==> config.mk <==
export PLATFORM = sky130hd
export DESIGN_NAME = axi_stim_sequencer
export DESIGN_NICKNAME = d
export VERILOG_FILES = /design/src/rtl/axi_stim_sequencer.sv
export SDC_FILE = /design/constraint.sdc
export NUM_CORES = 1
export LEC_CHECK = 0
export BUFFER_PORTS_ARGS = -buffer_cell sky130_fd_sc_hd__buf_4
export CAP_MARGIN = 20
export CORE_AREA = 2 2 136 138
export CTS_CLUSTER_SIZE = 20
export DETAILED_ROUTE_END_ITERATION = 7
export DIE_AREA = 0 0 138 140
export PLACE_DENSITY_LB_ADDON = 0.1
export REMOVE_ABC_BUFFERS = 1
export SYNTH_ARGS = -nofsm -noshare
export SYNTH_HDL_FRONTEND = slang
export SYNTH_SLANG_ARGS = --single-unit
==> constraint.sdc <==
create_clock -name clk_i -period 2 [get_ports clk_i]
set_input_delay 0.4 -clock clk_i [delete_from_list [all_inputs] [get_ports clk_i]]
set_output_delay 0.4 -clock clk_i [all_outputs]
set_load 0.02 [all_outputs]
==> src/rtl/axi_stim_sequencer.sv <==
// axi_stim_sequencer: table-driven single-beat AXI4 master.
// Replays NUM_CMDS write/read commands one at a time. Each command waits
// GAP_CYCLES idle cycles first. The master reports completion, a sticky
// error flag and the data of the last completed read.
// Optional macro AXI_STIM_CHECK_EN: read data is compared against
// CMD_DATA[idx], and a mismatch also sets err_o.
module axi_stim_sequencer #(
  parameter int unsigned ADDR_WIDTH = 64,
  parameter int unsigned DATA_WIDTH = 64,
  parameter int unsigned ID_WIDTH   = 4,
  parameter int unsigned NUM_CMDS   = 3,
  parameter int unsigned GAP_CYCLES = 10,
  parameter logic [NUM_CMDS-1:0][ADDR_WIDTH-1:0] CMD_ADDR = '0,
  parameter logic [NUM_CMDS-1:0][DATA_WIDTH-1:0] CMD_DATA = '0,
  parameter logic [NUM_CMDS-1:0]                 CMD_READ = '0
) (
  input  logic                    clk_i,
  input  logic                    rst_ni,
  input  logic                    start_i,
  output logic                    done_o,
  output logic                    err_o,
  output logic [DATA_WIDTH-1:0]   rdata_o,
  output logic                    aw_valid_o,
  input  logic                    aw_ready_i,
  output logic [ADDR_WIDTH-1:0]   aw_addr_o,
  output logic [ID_WIDTH-1:0]     aw_id_o,
  output logic                    w_valid_o,
  input  logic                    w_ready_i,
  output logic [DATA_WIDTH-1:0]   w_data_o,
  output logic [DATA_WIDTH/8-1:0] w_strb_o,
  output logic                    w_last_o,
  input  logic                    b_valid_i,
  output logic                    b_ready_o,
  input  logic [1:0]              b_resp_i,
  output logic                    ar_valid_o,
  input  logic                    ar_ready_i,
  output logic [ADDR_WIDTH-1:0]   ar_addr_o,
  output logic [ID_WIDTH-1:0]     ar_id_o,
  input  logic                    r_valid_i,
  output logic                    r_ready_o,
  input  logic [DATA_WIDTH-1:0]   r_data_i,
  input  logic [1:0]              r_resp_i
);

  localparam int unsigned IDX_W = (NUM_CMDS > 1) ? $clog2(NUM_CMDS) : 1;
  localparam int unsigned CNT_W = (GAP_CYCLES > 0) ? $clog2(GAP_CYCLES + 1) : 1;
  localparam logic [IDX_W-1:0] LAST_IDX = IDX_W'(NUM_CMDS - 1);
  localparam logic [CNT_W-1:0] GAP_LOAD = CNT_W'(GAP_CYCLES);

  typedef enum logic [2:0] {
    S_IDLE  = 3'd0,
    S_GAP   = 3'd1,
    S_WR    = 3'd2,
    S_WRESP = 3'd3,
    S_RD    = 3'd4,
    S_RDATA = 3'd5,
    S_DONE  = 3'd6
  } state_e;

  state_e                state_q,    state_d;
  logic [IDX_W-1:0]      idx_q,      idx_d;
  logic [CNT_W-1:0]      cnt_q,      cnt_d;
  logic                  aw_valid_q, aw_valid_d;
  logic                  w_valid_q,  w_valid_d;
  logic                  b_ready_q,  b_ready_d;
  logic                  ar_valid_q, ar_valid_d;
  logic                  r_ready_q,  r_ready_d;
  logic                  done_q,     done_d;
  logic                  err_q,      err_d;
  logic [DATA_WIDTH-1:0] rdata_q,    rdata_d;
  logic [ADDR_WIDTH-1:0] addr_q,     addr_d;
  logic [DATA_WIDTH-1:0] wdata_q,    wdata_d;
  logic                  rd_err;

  // Read response error: a non-OKAY response, plus a data mismatch when checking is built in.
  always_comb begin
`ifdef AXI_STIM_CHECK_EN
    rd_err = (r_resp_i != 2'b00) || (r_data_i != CMD_DATA[idx_q]);
`else
    rd_err = (r_resp_i != 2'b00);
`endif
  end

  // Next-state and next-output logic of the command sequencer.
  always_comb begin
    state_d    = state_q;
    idx_d      = idx_q;
    cnt_d      = cnt_q;
    aw_valid_d = aw_valid_q;
    w_valid_d  = w_valid_q;
    b_ready_d  = b_ready_q;
    ar_valid_d = ar_valid_q;
    r_ready_d  = r_ready_q;
    done_d     = done_q;
    err_d      = err_q;
    rdata_d    = rdata_q;
    addr_d     = addr_q;
    wdata_d    = wdata_q;

    case (state_q)
      S_IDLE, S_DONE: begin
        if (start_i) begin
          idx_d   = '0;
          done_d  = 1'b0;
          err_d   = 1'b0;
          cnt_d   = GAP_LOAD;
          state_d = S_GAP;
        end else begin
          state_d = state_q;
        end
      end
      S_GAP: begin
        if (cnt_q == '0) begin
          addr_d = CMD_ADDR[idx_q];
          if (CMD_READ[idx_q]) begin
            ar_valid_d = 1'b1;
            state_d    = S_RD;
          end else begin
            wdata_d    = CMD_DATA[idx_q];
            aw_valid_d = 1'b1;
            w_valid_d  = 1'b1;
            state_d    = S_WR;
          end
        end else begin
          cnt_d = cnt_q - 1'b1;
        end
      end
      S_WR: begin
        // AW and W retire independently; each valid drops after its own handshake.
        aw_valid_d = aw_valid_q & ~aw_ready_i;
        w_valid_d  = w_valid_q & ~w_ready_i;
        if (!aw_valid_d && !w_valid_d) begin
          b_ready_d = 1'b1;
          state_d   = S_WRESP;
        end else begin
          state_d = S_WR;
        end
      end
      S_WRESP: begin
        if (b_valid_i) begin
          b_ready_d = 1'b0;
          err_d     = err_q | (b_resp_i != 2'b00);
          if (idx_q == LAST_IDX) begin
            done_d  = 1'b1;
            state_d = S_DONE;
          end else begin
            idx_d   = idx_q + 1'b1;
            cnt_d   = GAP_LOAD;
            state_d = S_GAP;
          end
        end else begin
          state_d = S_WRESP;
        end
      end
      S_RD: begin
        if (ar_ready_i) begin
          ar_valid_d = 1'b0;
          r_ready_d  = 1'b1;
          state_d    = S_RDATA;
        end else begin
          state_d = S_RD;
        end
      end
      S_RDATA: begin
        if (r_valid_i) begin
          r_ready_d = 1'b0;
          rdata_d   = r_data_i;
          err_d     = err_q | rd_err;
          if (idx_q == LAST_IDX) begin
            done_d  = 1'b1;
            state_d = S_DONE;
          end else begin
            idx_d   = idx_q + 1'b1;
            cnt_d   = GAP_LOAD;
            state_d = S_GAP;
          end
        end else begin
          state_d = S_RDATA;
        end
      end
      default: begin
        state_d = S_IDLE;
      end
    endcase
  end

  // State and output registers; the reset drops every valid immediately.
  always_ff @(posedge clk_i) begin
    if (!rst_ni) begin
      state_q    <= S_IDLE;
      idx_q      <= '0;
      cnt_q      <= '0;
      aw_valid_q <= 1'b0;
      w_valid_q  <= 1'b0;
      b_ready_q  <= 1'b0;
      ar_valid_q <= 1'b0;
      r_ready_q  <= 1'b0;
      done_q     <= 1'b0;
      err_q      <= 1'b0;
      rdata_q    <= '0;
      addr_q     <= '0;
      wdata_q    <= '0;
    end else begin
      state_q    <= state_d;
      idx_q      <= idx_d;
      cnt_q      <= cnt_d;
      aw_valid_q <= aw_valid_d;
      w_valid_q  <= w_valid_d;
      b_ready_q  <= b_ready_d;
      ar_valid_q <= ar_valid_d;
      r_ready_q  <= r_ready_d;
      done_q     <= done_d;
      err_q      <= err_d;
      rdata_q    <= rdata_d;
      addr_q     <= addr_d;
      wdata_q    <= wdata_d;
    end
  end

  assign done_o     = done_q;
  assign err_o      = err_q;
  assign rdata_o    = rdata_q;
  assign aw_valid_o = aw_valid_q;
  assign aw_addr_o  = addr_q;
  assign aw_id_o    = {ID_WIDTH{1'b0}};
  assign w_valid_o  = w_valid_q;
  assign w_data_o   = wdata_q;
  assign w_strb_o   = {(DATA_WIDTH/8){1'b1}};
  assign w_last_o   = 1'b1;
  assign b_ready_o  = b_ready_q;
  assign ar_valid_o = ar_valid_q;
  assign ar_addr_o  = addr_q;
  assign ar_id_o    = {ID_WIDTH{1'b0}};
  assign r_ready_o  = r_ready_q;

endmodule

---- After elaboration in Yosys (flattened, before gate mapping) ----
Index checks and enable logic that the tools add are counted.
storage, ports and cells
  register bits ........................... 208
  bits of input ports ..................... 76
  output and inout bits ................... 280
  logic and storage cells ................. 109
operators by class
  add/subtract/negate cells ............... 2
  order comparisons ....................... 1
  equal/unequal tests ..................... 16
  mux-type cells .......................... 46
  bitwise gates (word level) .............. 7
  reduce and logical (&&, ||, !) cells .... 24
operator list
  operator                                           number
  binary-select mux 64 bit (select 2 bit)            1
  2-to-1 mux 64 bit                                  1
  2-to-1 mux 4 bit                                   5
  2-to-1 mux 1 bit                                   18
  2-to-1 mux 3 bit                                   6
  inequality test 2 bit (second input constant)      9
  case mux 3 bit (6 select lines)                    1
  case mux 4 bit (4 select lines)                    1
  AND reduction 3 bit                                4
  nonzero test 2 bit                                 6
  case mux 1 bit (2 select lines)                    5
  == test 3 bit (second input constant)              3
  2-to-1 mux 2 bit                                   4
  AND reduction 4 bit                                2
  == test 3 x 2 -> 1 bit (second input constant)     2
  case mux 1 bit (3 select lines)                    2
  case mux 2 bit (3 select lines)                    1
  AND reduction 2 bit                                3
  AND reduction 5 bit                                1
  zero test 4 bit                                    1
  nonzero test 4 bit                                 1
  subtractor 4 x 1 -> 4 bit (second input constant)  1
  == test 3 x 1 -> 1 bit (second input constant)     1
  zero test 3 bit                                    1
  11 further kinds                                   16

---- Depth between registers and ports, before layout ----
Gate-level depths: netlist of run 1.
  word-level depth ........................ 6
  depth in mapped cells ................... 7
  gate-level depth less buffers ........... 6

---- Least setup slack after synthesis of run 1 ----
No wires, ideal clock.
  kind .................................... register to register
  from .................................... register state_q[1]
  to ...................................... register cnt_q[3]
  setup time .............................. 0.103 ns
  arrival time ............................ 1.500 ns
  data required time ...................... 1.897 ns
  setup slack ............................. 0.397 ns
  stages on the path, launching flop included .. 6
  path buffers ............................ 1
  clock period less this slack ............ 1.603 ns
  path through ............................ dfxtp_1 > buf_6 > nor4bb_1 > nor4_4 > nand3_2 > a2111oi_2
between the ends
  longest elaborated chain between the ends .. 4
  elaborated cells between the ends (all ways) .. 13
  those cells by class .................... eq/ne (8); mux (1); reduce/logical (4)
RTL lines
  item                                                                          line  RTL
  from (decl)                                                                   60    state_e state_q, state_d;
  from (signal assigned)                                                        204   state_q <= state_d;
  == test 3 bit / zero test 3 bit (equally long branches)                       100   case (state_q)
  OR reduction 2 bit                                                            100
  nonzero test 4 bit (no line) / inequality test 2 bit (equally long branches)  n/a
  AND reduction 5 bit (no line)                                                 n/a
  to (signal assigned)                                                          206   cnt_q <= cnt_d;
  to (decl)                                                                     62    logic [CNT_W-1:0] cnt_q, cnt_d;
Several ways; a longest one is shown, not always the timed one.
A chain may end at the register's enable or synchronous reset.

---- Worst setup path in the final report of run 1 ----
Ends and elaborated chain as after synthesis.

==> flow_metrics.env, run 1 <==
export IMPL_synthArstFlopShare_pct=0
export IMPL_cts_root_buf="clkbuf_16"
export IMPL_drc=0
export IMPL_layout_min_cycle_time_ps=1830
export IMPL_status="finished, final reports clean"
export IMPL_hold_buffers=0
export IMPL_path_clk_slew_ps=70
export IMPL_drt_wl_total_um=11500
export IMPL_tritoncts="built"
export IMPL_fin_nets=835
export IMPL_synthTopCellsByCount="209 x buf_4, 144 x nand2_1, 80 x dfxtp_1"
export IMPL_slew_limit_headroom_pct=59.8
export IMPL_pin_count=356
export IMPL_final_setup_viol_count=0
export IMPL_start_kind="flip-flop"
export IMPL_power_uw=4720
export IMPL_hp_class="in2reg"
export IMPL_slowest_stage="dfxtp_1"
export IMPL_skew_ps=5.46
export IMPL_ys_seq_area_share_pct=33.4
export IMPL_overflow=0
export IMPL_avgSynthCellArea_um2=7.80
export IMPL_clock_latency_ps=330
export IMPL_cts_htree_levels=3
export IMPL_cap_violations=0
export IMPL_drive_gt1_share_pct=24.7
export IMPL_ant_nets=0
export IMPL_grtUsageTotal_pct=11.0
export IMPL_wl_per_cell_um=11.6
export IMPL_ir_worst_vdd_uv=514
export IMPL_numCtsBuffers=9
export IMPL_die_width_um=138
export IMPL_worst_slew_pin_slew_ps=595
export IMPL_grt_pass1_wl_um=17500
export IMPL_yosysWarningCount=0
export IMPL_antenna_found_initial=0
export IMPL_hold_violations=0
export IMPL_place_hpwl_um=8760
export IMPL_fp_dieH_um=140
export IMPL_crit_buf_inv=1
export IMPL_r2r_start="state_q[1]$_SDFFE_PN0P_"
export IMPL_vias_per_cell=3.78
export IMPL_cp_data_arrival_time_ps=2060
export IMPL_critPathMaxFanout=10
export IMPL_synth_area_top_cells="dfxtp_1 33%, buf_4 33%, nand2_1 11%, a21oi_1 7.4%, buf_2 1.7%"
export IMPL_synth_edff_count=0
export IMPL_core_area_um2=17800
export IMPL_synthDistinctLibCells=46
export IMPL_area_growth_pct=19.1
export IMPL_yosysTopAreaCell="dfxtp_1"
export IMPL_fin_crit_sh_pct=91.3
export IMPL_drv_slew=0
export IMPL_dieArea_um2=19300
export IMPL_cellPowerDensity_nw_per_um2=827
export IMPL_clock_path_buffers=2
export IMPL_worstSetupPathType="reg2reg"
export IMPL_end_kind="flip-flop"
export IMPL_yosysMostFrequentCell="buf_4"
export IMPL_reg2reg_depth=5
export IMPL_rsz0062_at_grt="no"
export IMPL_row_count=49
export IMPL_reg2reg_setup_slack_ps=170
export IMPL_yosys_area_top_type_share_pct=33.4
export IMPL_grt_pass1_vias=3262
export IMPL_port_buffers=146
export IMPL_drt_first_pass_iters=5
export IMPL_vias=3739
export IMPL_leakagePower_uw=0.00264
export IMPL_r2r_end="cnt_q[3]$_SDFFE_PN0P_"
export IMPL_setup_tns_ps=0
export IMPL_critPathTopFamily="compound AO/OA/AOI/OAI gates"
export IMPL_start_util_pct=26.9
export IMPL_critPathMaxStageDelay_ps=500
export IMPL_drt_iter0_drc=104
export IMPL_ys_ff_latch=80
export IMPL_clkSinkCount=80
export IMPL_hp_start="ar_ready_i"
export IMPL_grt_max_degree=39
export IMPL_worstPathCellList="buf_4, nand2_1, o221ai_1, nand3_2, a2111oi_2"
export IMPL_holdPathEnd="ar_valid_o$_SDFFE_PN0P_"
export IMPL_netlist_area_um2=4790
export IMPL_antennaDiodeCount=0
export IMPL_timing_fmax_mhz=547
export IMPL_gp_congestion=0.814
export IMPL_hold_path_cell_count=2
export IMPL_synthCells=614
export IMPL_critPathRequiredTime_ps=2230
export IMPL_synthFlopType="dfxtp_1"
==> cell type report <==
class | instances | area, µm²
Multi-Input combinational cell | 495 | 2240
Inverter | 9 | 33.8
Sequential cell | 80 | 1600
Tap cell | 229 | 287
Clock inverter | 7 | 80.1
Fill cell | 1980 | 12100
Timing Repair Buffer | 161 | 1230
Clock buffer | 9 | 225
==> worst register-to-register path, cell delays in order, from the launching register on <==
cell       delay (ps)
dfxtp_1           500
buf_4             230
nand2_1            90
o221ai_1          360
nand3_2           160
a2111oi_2         380
==> sequential cells by signal (all words and copies together), names as in the netlist <==
name        cells
rdata_o        64
cnt_q           4
state_q         3
idx_q           2
ar_valid_o      1
aw_valid_o      1
b_ready_o       1
done_o          1
err_o           1
r_ready_o       1
w_valid_o       1
==> layer usage <==
metal | vias to the layer above | part of all wire (%) | global-route usage (%)
met5 | - | 0 | 0
met4 | 0 | 0.89 | 2.74
met3 | 9 | 7.4 | 3.45
met2 | 176 | 51 | 19.1
met1 | 1703 | 41 | 13.3
li1 | 1851 | - | -
==> through the flow <==
stage / setup slack, ps / hold WS (ps) / std cells / instance area, µm² / utilization [%]
global placement: 177 / 433 / 972 / 5380 / 30.2
finish: 173 / 280 / 990 / 5700 / 32.1
CTS: 113 / 268 / 988 / 5680 / 31.9
detailed placement: 118 / 434 / 972 / 5380 / 30.2
global route: 23.0 / 272 / 990 / 5700 / 32.1
floorplan: -621 / 451 / 584 / 3860 / -
==> report_power, final <==
part | switching (µW) | internal [µW]
Sequential | 94.2 | 1680
Clock | 704 | 982
Combinational | 799 | 463
Total | 1600 | 3120
==> worst max path at each step <==
stage / from / endpoint / slack (ps) / cells past startpoint
finish: state_q[1]$_SDFFE_PN0P_ / cnt_q[3]$_SDFFE_PN0P_ / 170 / 5
global placement: state_q[0]$_SDFFE_PN0P_ / cnt_q[3]$_SDFFE_PN0P_ / 180 / 4
global route: state_q[2]$_SDFFE_PN0P_ / rdata_o[63]$_SDFFE_PN0P_ / 20 / 6
floorplan: state_q[2]$_SDFFE_PN0P_ / rdata_o[0]$_SDFFE_PN0P_ / -620 / 4
detailed placement: state_q[0]$_SDFFE_PN0P_ / cnt_q[3]$_SDFFE_PN0P_ / 120 / 4
CTS: state_q[0]$_SDFFE_PN0P_ / cnt_q[3]$_SDFFE_PN0P_ / 110 / 4
==> cell usage in the layout (no fill, tap or decap), types with 3 or more instances in the layout <==
cell,instances
conb_1,209
a21oi_1,71
o21a_1,4
inv_1,8
nand2b_1,3
nor3b_1,3
nand2_1,144
dfxtp_1,79
nand3_1,3
buf_4,159
ha_1,3
a31oi_1,7
nor2_1,6
clkbuf_16,9
==> logic make-up (layout without fill, tap and decap cells) <==
family / count (synthesis) / after routing / share of synthesized area (%)
other: 2 / 209 / 0.157
flip-flops: 80 / 80 / 33.4
adder cells (fa/ha/maj): 3 / 3 / 0.784
AO/OA/AOI/OAI: 99 / 99 / 12.0
multiplexers: 1 / 1 / 0.209
XOR/XNOR: 2 / 2 / 0.366
AND/OR/NAND/NOR: 181 / 181 / 16.8
buffers and inverters: 246 / 186 / 36.2
==> timing repair <==
| item | in CTS | in global routing |
|---|---|---|
| buffers inserted | 0 | 2 |
| resized for setup | 0 | 2 |
| endpoints found under the hold margin | 0 | 0 |
| setup endpoints to repair | 0 | 1 |
Note: power is estimated with default switching activity, not from simulation.
==> inputs of run 2 (changes only) <==
--- a/config.mk
+++ b/config.mk
@@ -7,10 +7,13 @@
 export LEC_CHECK = 0
 export BUFFER_PORTS_ARGS = -buffer_cell sky130_fd_sc_hd__buf_4
 export CAP_MARGIN = 20
-export CORE_AREA = 2 2 136 138
+export CELL_PAD_IN_SITES_DETAIL_PLACEMENT = 1
+export CELL_PAD_IN_SITES_GLOBAL_PLACEMENT = 1
+export CORE_ASPECT_RATIO = 0.75
+export CORE_MARGIN = 2
+export CORE_UTILIZATION = 27
 export CTS_CLUSTER_SIZE = 20
 export DETAILED_ROUTE_END_ITERATION = 7
-export DIE_AREA = 0 0 138 140
 export PLACE_DENSITY_LB_ADDON = 0.1
 export REMOVE_ABC_BUFFERS = 1
 export SYNTH_ARGS = -nofsm -noshare
==> run 2 against run 1 <==
Effect of this change:
- routed wire length rose by 14%
- clock skew grew 2.5 ps
- utilization grew 0.93 points
- die area is 2.6% lower
- sequential power about the same
- sequential share of layout area is 0.37 points lower
- worst hold slack got worse by 11 ps
- setup slack got worse by 110 ps
- power rose by 4.0%
- global-route usage rose by 2.2 points
- sequential cell count stayed put
- critical path depth stayed put
- largest cell class unchanged
==> flow_metrics.env, run 2 (same netlist as run 1, synthesis figures left out) <==
export IMPL_status="finished, final reports clean"
export IMPL_end_kind="flip-flop"
export IMPL_regArea_um2=1600
export IMPL_critPathMaxStageDelay_ps=620
export IMPL_critPathRequiredTime_ps=2250
export IMPL_fin_nets=838
export IMPL_fin_crit_sh_pct=96.9
export IMPL_dieArea_um2=18800
export IMPL_wirelength_met1_um=5370
export IMPL_die_width_um=158
export IMPL_largest_register_ffs=64
export IMPL_drt_iter0_drc=121
export IMPL_worstPathCellList="nor4bb_1, nor4_4, buf_12, and2_1, a211oi_1"
export IMPL_multi_input_area_um2=2230
export IMPL_vias_per_cell=3.79
export IMPL_critPathTopFamily="simple AND/OR/NAND/NOR gates"
export IMPL_drive_gt1_share_pct=24.6
export IMPL_reg2reg_depth=5
export IMPL_drc=0
export IMPL_cap_violations=0
export IMPL_path_clk_slew_ps=70
export IMPL_post_cts_resized=0
export IMPL_postCtsSetupBuffers=0
export IMPL_clkSinkCount=80
export IMPL_final_core_util_pct=33.0
export IMPL_power_uw=4910
export IMPL_dp_slack_ps=23.6
export IMPL_core_area_um2=17500
export IMPL_clock_path_buffers=2
export IMPL_antenna_found_initial=0
export IMPL_numCtsBuffers=9
export IMPL_area_growth_pct=20.6
export IMPL_dr_wl_met2_um=6200
export IMPL_rsz0062_at_grt="no"
export IMPL_ant_nets=0
export IMPL_reg2reg_setup_slack_ps=60
export IMPL_drv_slew=0
export IMPL_slew_limit_headroom_pct=58.8
export IMPL_pin_count=356
export IMPL_drt_first_pass_iters=4
export IMPL_wl_per_cell_um=13.0
export IMPL_grt_pass1_wl_um=19400
export IMPL_hp_start="ar_ready_i"
export IMPL_grtUsageTotal_pct=13.3
export IMPL_overflow=0
export IMPL_vias=3814
export IMPL_hold_path_cell_count=2
export IMPL_leakagePower_uw=0.00267
export IMPL_worstSetupPathType="reg2reg"
export IMPL_setup_ws_ps=61.7
export IMPL_highest_layer="met4"
export IMPL_start_kind="flip-flop"
export IMPL_timing_fmax_mhz=516
export IMPL_wl_met3_um=1380
export IMPL_tritoncts="built"
export IMPL_cp_data_arrival_time_ps=2190
export IMPL_crit_buf_inv=1
export IMPL_skew_ps=7.97
export IMPL_cts_root_buf="clkbuf_16"
export IMPL_final_setup_viol_count=0
export IMPL_hp_class="in2reg"
export IMPL_slowest_stage="nor4bb_1"
export IMPL_most_common_layout_cells="209 x conb_1, 160 x buf_4, 144 x nand2_1, 80 x dfxtp_1, 71 x a21oi_1"
export IMPL_worst_slew_pin_slew_ps=609
export IMPL_nFillCells=2171
export IMPL_critPathMaxFanout=10
export IMPL_fp_dieH_um=119
export IMPL_gp_congestion=0.777
export IMPL_start_util_pct=27.4
export IMPL_cellPowerDensity_nw_per_um2=850
export IMPL_r2r_start="state_q[1]$_SDFFE_PN0P_"
export IMPL_port_buffers=146
export IMPL_antennaDiodeCount=0
export IMPL_clock_latency_ps=340
export IMPL_grt_pass1_vias=3652
export IMPL_holdPathEnd="ar_valid_o$_SDFFE_PN0P_"
export IMPL_grt_max_degree=50
export IMPL_layout_min_cycle_time_ps=1940
export IMPL_r2r_end="err_o$_SDFFE_PN0P_"
export IMPL_place_hpwl_um=9870
export IMPL_hold_buffers=0
export IMPL_cts_htree_levels=3
export IMPL_ir_worst_vdd_uv=320
export IMPL_final_common_cell="conb_1"
export IMPL_drt_wl_total_um=13100
export IMPL_row_count=42
export IMPL_hold_violations=0
[run 2: cell count changes in the layout (fill, tap and decap cells not counted), sizes merged]
| cell | delta |
|---|---|
| buf | +3 |
| clkinv | -2 |
| bufinv | +1 |
| clkbuf | +1 |
| clkinvlp | +1 |
| inv | -1 |
[run 2: stage by stage]
stage               cell area (µm²)  hold WS, ps  std cells  setup TNS [ps]
detailed placement             5430          435        989               0
finish                         5780          270       1006               0
global route                   5780          259       1006               0
global placement               5430          431        989               0
floorplan                      3860          451        584          -40140
CTS                            5760          250       1005               0
[run 2: report_power, final]
group | switching [µW] | internal (µW) | leakage, µW | total, µW
clock network | 709 | 1100 | 0.000149 | 1810
registers | 86.6 | 1670 | 0.000646 | 1760
logic | 850 | 490 | 0.00188 | 1340
total | 1650 | 3260 | 0.00267 | 4910
[run 2: worst max-delay path by stage]
stage | start | endpoint | slack, ps | depth (start not counted)
6_report | state_q[1]$_SDFFE_PN0P_ | err_o$_SDFFE_PN0P_ | 60 | 5
3_5_place_dp | state_q[1]$_SDFFE_PN0P_ | cnt_q[3]$_SDFFE_PN0P_ | 20 | 5
5_1_grt | state_q[1]$_SDFFE_PN0P_ | err_o$_SDFFE_PN0P_ | 0.04 | 5
2_1_floorplan | state_q[2]$_SDFFE_PN0P_ | rdata_o[0]$_SDFFE_PN0P_ | -620 | 4
4_1_cts | state_q[1]$_SDFFE_PN0P_ | cnt_q[3]$_SDFFE_PN0P_ | 6 | 5
3_3_place_gp | state_q[1]$_SDFFE_PN0P_ | cnt_q[3]$_SDFFE_PN0P_ | 120 | 5
[run 2: cell type report]
cell class	count	area share, %
inverters	9	0.585
well taps	242	5.24
flip-flops and latches	80	27.7
clock buffers	10	3.96
multi-input cells	495	38.7
repair buffers	164	22.2
clock inverters	6	1.60
[run 2: routing by layer]
metal / vias up / track usage (%)
met3: 11 / 5.28
met5: - / 0
met2: 198 / 22.0
met1: 1750 / 15.5
li1: 1855 / -
met4: 0 / 4.32
[run 2: worst reg2reg max path: stages, from the launching register on]
cell and delay, ps:
dfxtp_1 530, nor4bb_1 620, nor4_4 150, buf_12 170
and2_1 140, a211oi_1 230
